--- config.mk ---
export PLATFORM = sky130hd
export DESIGN_NAME = point_packer_stream_flat
export DESIGN_NICKNAME = d
export VERILOG_FILES = /design/src/rtl/point_packer_stream_if.sv /design/src/rtl/point_packer_stream.sv /design/src/flat_wrapper.sv
export SDC_FILE = /design/constraint.sdc
export NUM_CORES = 1
export LEC_CHECK = 0
export BUFFER_PORTS_ARGS = -buffer_cell sky130_fd_sc_hd__buf_2
export CAP_MARGIN = 20
export CORE_ASPECT_RATIO = 1.1
export CORE_MARGIN = 3
export CORE_UTILIZATION = 50
export CTS_BUF_LIST = sky130_fd_sc_hd__clkbuf_8 sky130_fd_sc_hd__clkbuf_16
export DETAILED_ROUTE_END_ITERATION = 8
export HOLD_SLACK_MARGIN = 0.08
export PLACE_DENSITY_LB_ADDON = 0.15
export SLEW_MARGIN = 30
export SYNTH_ARGS = -nofsm -noshare
export SYNTH_HDL_FRONTEND = slang
export SYNTH_SLANG_ARGS = --single-unit
--- constraint.sdc ---
create_clock -name clk -period 6.99 [get_ports clk]
set_input_delay 0.699 -clock clk [delete_from_list [all_inputs] [get_ports clk]]
set_output_delay 0.699 -clock clk [all_outputs]
set_load 0.05 [all_outputs]
--- src/rtl/point_packer_stream_if.sv ---
// Handshake bundle for the point packer: point, velocity and packed-output streams.
interface point_packer_stream_if #(
   parameter int POINT_W  = 128,
   parameter int VEL_IN_W = 24,
   parameter int CNT_W    = 16
);
   logic [POINT_W-1:0]  clean_point;
   logic                pt_valid;
   logic                pt_ready;
   logic                pt_last;
   logic [VEL_IN_W-1:0] velocity;
   logic                vel_valid;
   logic                vel_ready;
   logic [POINT_W-1:0]  point_cloud_data;
   logic                out_valid;
   logic                out_ready;
   logic                cloud_last;
   logic [CNT_W-1:0]    cloud_count;
   logic [7:0]          frame_id;
   logic                err_vel_excess;
   logic                err_clr;

   // environment side: produces points/velocities, consumes packed words
   modport master (
      output clean_point, pt_valid, pt_last, velocity, vel_valid, out_ready, err_clr,
      input  pt_ready, vel_ready, point_cloud_data, out_valid, cloud_last,
             cloud_count, frame_id, err_vel_excess
   );

   // packer side
   modport slave (
      input  clean_point, pt_valid, pt_last, velocity, vel_valid, out_ready, err_clr,
      output pt_ready, vel_ready, point_cloud_data, out_valid, cloud_last,
             cloud_count, frame_id, err_vel_excess
   );
endinterface

--- src/rtl/point_packer_stream.sv ---
// Pairs clean points with buffered, saturated Doppler velocities and emits
// packed words with frame framing, per-frame count and an excess-velocity flag.
module point_packer_stream #(
   parameter int POINT_W   = 128,
   parameter int VEL_IN_W  = 24,
   parameter int VEL_W     = 16,
   parameter int VEL_DEPTH = 4,
   parameter int CNT_W     = 16
) (
   input  logic clk,
   input  logic rst_n,
   point_packer_stream_if.slave bus
);
   localparam int AW = $clog2(VEL_DEPTH);

   localparam logic [VEL_IN_W-1:0] VMAX = {{(VEL_IN_W-VEL_W+1){1'b0}}, {(VEL_W-1){1'b1}}};
   localparam logic [VEL_IN_W-1:0] VMIN = {{(VEL_IN_W-VEL_W+1){1'b1}}, {(VEL_W-1){1'b0}}};
   localparam logic [AW:0]         OCC_FULL = (AW+1)'(VEL_DEPTH);
   localparam logic [AW:0]         OCC_TWO  = (AW+1)'(2);
   localparam logic [CNT_W-1:0]    CNT_MAX  = '1;

   logic [VEL_W-1:0] mem [VEL_DEPTH];
   logic [AW-1:0]    wr_ptr, rd_ptr;
   logic [AW:0]      occ;
   logic [VEL_W-1:0] vel_sat;
   logic [CNT_W-1:0] cnt, cnt_inc;
   logic             vel_push, pt_acc;
   logic             unused_low;

   // low point bits are replaced by the velocity field
   assign unused_low = ^bus.clean_point[VEL_W-1:0];

   assign bus.vel_ready = rst_n && (occ != OCC_FULL);
   assign bus.pt_ready  = (occ != '0) && (!bus.out_valid || bus.out_ready);
   assign vel_push      = bus.vel_valid && bus.vel_ready;
   assign pt_acc        = bus.pt_valid && bus.pt_ready;
   assign cnt_inc       = (cnt == CNT_MAX) ? cnt : cnt + 1'b1;

   // signed clamp of the incoming velocity to the output field range
   always_comb begin
      vel_sat = bus.velocity[VEL_W-1:0];
      if ($signed(bus.velocity) > $signed(VMAX))
         vel_sat = VMAX[VEL_W-1:0];
      else if ($signed(bus.velocity) < $signed(VMIN))
         vel_sat = VMIN[VEL_W-1:0];
   end

   // velocity storage; contents need no reset since occupancy gates reads
   always_ff @(posedge clk) begin
      if (vel_push)
         mem[wr_ptr] <= vel_sat;
   end

   // FIFO pointers and occupancy; pop reads the pre-push head (no bypass)
   always_ff @(posedge clk) begin
      if (!rst_n) begin
         wr_ptr <= '0;
         rd_ptr <= '0;
         occ    <= '0;
      end else begin
         if (vel_push) wr_ptr <= wr_ptr + 1'b1;
         if (pt_acc)   rd_ptr <= rd_ptr + 1'b1;
         case ({vel_push, pt_acc})
            2'b10:   occ <= occ + 1'b1;
            2'b01:   occ <= occ - 1'b1;
            default: occ <= occ;
         endcase
      end
   end

   // output register, frame counter and frame id
   always_ff @(posedge clk) begin
      if (!rst_n) begin
         bus.point_cloud_data <= '0;
         bus.out_valid        <= 1'b0;
         bus.cloud_last       <= 1'b0;
         bus.cloud_count      <= '0;
         bus.frame_id         <= '0;
         cnt                  <= '0;
      end else if (pt_acc) begin
         bus.point_cloud_data <= {bus.clean_point[POINT_W-1:VEL_W], mem[rd_ptr]};
         bus.out_valid        <= 1'b1;
         bus.cloud_last       <= bus.pt_last;
         if (bus.pt_last) begin
            bus.cloud_count <= cnt_inc;
            bus.frame_id    <= bus.frame_id + 8'd1;
            cnt             <= '0;
         end else begin
            cnt <= cnt_inc;
         end
      end else if (bus.out_ready) begin
         bus.out_valid <= 1'b0;
      end
   end

   // sticky flag: frame closed while more than the popped velocity was queued
   always_ff @(posedge clk) begin
      if (!rst_n)
         bus.err_vel_excess <= 1'b0;
      else if (pt_acc && bus.pt_last && (occ >= OCC_TWO))
         bus.err_vel_excess <= 1'b1;
      else if (bus.err_clr)
         bus.err_vel_excess <= 1'b0;
   end
endmodule
--- src/flat_wrapper.sv ---
// flat-port wrapper written by rule: the top's interface ports become plain ports
module point_packer_stream_flat 
#(
   parameter int POINT_W   = 128,
   parameter int VEL_IN_W  = 24,
   parameter int VEL_W     = 16,
   parameter int VEL_DEPTH = 4,
   parameter int CNT_W     = 16
)
  (clk, rst_n, bus_clean_point, bus_pt_valid, bus_pt_last, bus_velocity, bus_vel_valid, bus_out_ready, bus_err_clr, bus_pt_ready, bus_vel_ready, bus_point_cloud_data, bus_out_valid, bus_cloud_last, bus_cloud_count, bus_frame_id, bus_err_vel_excess);
  point_packer_stream_if #(.POINT_W(POINT_W), .VEL_IN_W(VEL_IN_W), .CNT_W(CNT_W)) bus_i ();
  input  logic clk;
  input  logic rst_n;
  input wire logic [$bits(bus_i.clean_point)-1:0] bus_clean_point;
  input wire logic [$bits(bus_i.pt_valid)-1:0] bus_pt_valid;
  input wire logic [$bits(bus_i.pt_last)-1:0] bus_pt_last;
  input wire logic [$bits(bus_i.velocity)-1:0] bus_velocity;
  input wire logic [$bits(bus_i.vel_valid)-1:0] bus_vel_valid;
  input wire logic [$bits(bus_i.out_ready)-1:0] bus_out_ready;
  input wire logic [$bits(bus_i.err_clr)-1:0] bus_err_clr;
  output wire logic [$bits(bus_i.pt_ready)-1:0] bus_pt_ready;
  output wire logic [$bits(bus_i.vel_ready)-1:0] bus_vel_ready;
  output wire logic [$bits(bus_i.point_cloud_data)-1:0] bus_point_cloud_data;
  output wire logic [$bits(bus_i.out_valid)-1:0] bus_out_valid;
  output wire logic [$bits(bus_i.cloud_last)-1:0] bus_cloud_last;
  output wire logic [$bits(bus_i.cloud_count)-1:0] bus_cloud_count;
  output wire logic [$bits(bus_i.frame_id)-1:0] bus_frame_id;
  output wire logic [$bits(bus_i.err_vel_excess)-1:0] bus_err_vel_excess;
  assign bus_i.clean_point = bus_clean_point;
  assign bus_i.pt_valid = bus_pt_valid;
  assign bus_i.pt_last = bus_pt_last;
  assign bus_i.velocity = bus_velocity;
  assign bus_i.vel_valid = bus_vel_valid;
  assign bus_i.out_ready = bus_out_ready;
  assign bus_i.err_clr = bus_err_clr;
  assign bus_pt_ready = bus_i.pt_ready;
  assign bus_vel_ready = bus_i.vel_ready;
  assign bus_point_cloud_data = bus_i.point_cloud_data;
  assign bus_out_valid = bus_i.out_valid;
  assign bus_cloud_last = bus_i.cloud_last;
  assign bus_cloud_count = bus_i.cloud_count;
  assign bus_frame_id = bus_i.frame_id;
  assign bus_err_vel_excess = bus_i.err_vel_excess;
  point_packer_stream #(.POINT_W(POINT_W), .VEL_IN_W(VEL_IN_W), .VEL_W(VEL_W), .VEL_DEPTH(VEL_DEPTH), .CNT_W(CNT_W)) u_core (.clk(clk), .rst_n(rst_n), .bus(bus_i));
endmodule
==> out/metrics.yaml <==
layout_common_cells: "299 x buf_2, 279 x nand2_1, 178 x dfxtp_1, 152 x a21oi_1, 64 x edfxtp_1"
vdd_drop_max_v: 0.0002778
syn_nets: 1161
cts_inserted_buffers: 26
die_area_mm2: 0.02087
post-place-cells: 1465
slew_violations: 0
multiInputGateArea_mm2: 0.003681
cts_setup_buffers: 0
synth_edf_count: 64
placed_area_mm2: 0.01108
drc: 0
synth_seq_cells: 242
htreeDepth: 1
ioPinCount: 316
path_clk_slew_ps: 60
antenna_cells: 0
seq_area_mm2: 0.005485
synth_cell_types: 55
wl_um: 25350
outcome: "completed"
wl_met2_um: 12750
row_count: 52
first_pass_iters: 5
overflow: 0
antenna_found_initial: 3
final_common_cell: "buf_2"
cp-end-kind: "register"
period_share_pct: 50.01
routedWlPerCell_um: 16.75
ys_warn_count: 0
worst_pin_slew_ps: 952.1
hold_violations: 0
postCtsHoldBufs: 0
r2r_slack_ps: 3490
seq_area_frac_synth_pct: 57.24
clock-sinks: 242
r2r_start: "u_core.occ[2]"
cts.path.max_buffers: 3
worstReg2RegEnd: "u_core.occ[2]"
maxSlewHeadroom_pct: 36.53
hold-path-endpoint: "u_core.bus.point_cloud_data[51]"
crit_type: "register to register"
cts_tree: "built"
worst_hold_startpoint: "bus_clean_point[51]"
rsz0062_at_grt: "false"
routed.top_layer: "met5"
gp_congestion: 0.8309
synth_cells: 994
setup_ws_ps: 3495
path_cells: "or3_4, nand3_4, inv_4, ha_1, inv_1, fa_1, xor2_1, or3_1, a21oi_1"
dp_hpwl_um: 16500
num-fill-cells: 1589
grt_max_degree: 88
cellLeakagePower_uw: 0.004883
die_height_um: 151.2
worst_r2r_path_depth: 9
cts_resized: 0
max_stage_delay_ps: 840
cp_data_arrival_time_ps: 3940
drtAntennaViolNets: 0
hold_depth: 3
met3_length_um: 1647
fp.dieW_um: 138
finalSetupViolCount: 0
initial_core_util_pct: 51.50
cellPowerDensity_mw_per_mm2: 411.2
ys.flop_type: "dfxtp_1"
grt_pass1_vias: 7254
fmax_mhz: 286.1
slowest_stage: "inv_4"
cap_violations: 0
finalPower_uw: 4935
io_buffers: 299
drt_iter0_drc: 480
drive_gt1_share_pct: 29.84
tns_ps: 0
viasPerCell: 5.305
area_delta_synth_final_pct: 25.24
vias: 8026
path_max_fanout: 75
stdcell_area_mm2: 0.01200
grt_pass1_wl_um: 38780
clock_tree.root_cell: "clkbuf_16"
met1Wirelength_um: 10310
grt_use_total_pct: 22.34
post-route-min-period_ps: 3495
postSynth.asyncResetShare_pct: 0
syn_area_per_cell_um2: 9.641
dp_slack_ps: 3005
clock_latency_ps: 520
syn_area_mm2: 0.009583
core_mm2: 0.01861
finalClockSkew_ps: 10.85
worstPathRequired_ps: 7430
fin_cells: 1513
cp-start-kind: "register"
layout.nets: 1417
hold_path_class: "input pin to register"
## layer usage
| metal | track usage, % | up-vias |
|---|---|---|
| li1 | - | 3985 |
| met1 | 28.50 | 3725 |
| met2 | 38.21 | 254 |
| met3 | 5.431 | 56 |
| met4 | 6.374 | 6 |
| met5 | 0 | - |
## cell families after synthesis
logic type,synth area share [%]
fa+ha+maj,1.123
compound gates,13.80
buf+inv,4.491
xor+xnor,0.9139
simple gates,18.67
mux,3.760
flops,57.24
## metrics by stage
stage | hold WS [ps] | util, %
after floorplan | 500.6 | -
after global placement | 437.1 | 59.52
after detailed placement | 441.5 | 59.52
after CTS | 398.2 | 64.49
after global routing | 400.4 | 64.50
final | 413.1 | 64.50
## report_power, final
group,total [uW],internal [uW],switching (uW)
combinational,1710,411,1300
sequential,1770,1660,111
clock,1460,912,544
total,4940,2980,1950
## Yosys cell counts (all sizes together), types with 2 or more instances
library cell,n,share of area (%)
or4,5,0.39
buf,40,2.4
nor2,21,0.82
inv,14,0.55
ha,7,0.91
nor4,8,0.84
a21oi,152,7.9
a211oi,7,0.60
o221ai,2,0.18
o41ai,2,0.18
or3,10,0.71
o31ai,4,0.31
nand3,23,1.3
and4,7,0.64
and2,6,0.39
dfxtp,178,37
a31oi,11,0.72
a22oi,2,0.16
xor2,4,0.37
o2111ai,3,0.34
mux4,16,3.8
o21ai,19,0.99
edfxtp,64,20
xnor2,6,0.55
nand2,279,11
o211ai,7,0.55
clkbuf,38,1.5
nor3,7,0.37
and3,6,0.39
nand4,16,1.3
o21a,15,1.2
nand2b,3,0.20
## how the worst max path moves through the flow
| stage | startpoint | end | depth (start not counted) |
|---|---|---|---|
| detailed placement | bus_out_ready | u_core.occ[2] | 10 |
| global placement | bus_out_ready | u_core.occ[2] | 10 |
| floorplan | bus_out_ready | u_core.occ[2] | 11 |
| global route | u_core.occ[2] | u_core.occ[2] | 9 |
| finish | u_core.occ[2] | u_core.occ[2] | 9 |
| CTS | u_core.occ[2] | u_core.occ[2] | 9 |
## state kept, by name, summed over array words and instances (netlist names), 2 cells and up
name	flops
u_core.bus.point_cloud_data	128
u_core.mem	64
u_core.bus.cloud_count	16
u_core.cnt	16
u_core.bus.frame_id	8
u_core.occ	3
u_core.rd_ptr	2
u_core.wr_ptr	2
## critical path, delay by kind of cell, from the launching register on
family                   cells  cell delay, ps
AO/OA/AOI/OAI                1             150
XOR/XNOR                     1             160
flip-flops                   1             420
AND/OR/NAND/NOR              3            1020
buffers and inverters        2             910
adder cells (fa/ha/maj)      2             730
## area by class of cell
| cell class | instances | share of cell area (%) |
|---|---|---|
| sequential | 242 | 45.70 |
| multi-input combinational | 660 | 30.67 |
| timing repair buffer | 306 | 12.91 |
| clock buffer | 30 | 5.974 |
| tap | 243 | 2.533 |
| clock inverter | 18 | 1.731 |
| inverter | 14 | 0.4796 |
No activity file was read; power rests on OpenSTA's default activity.
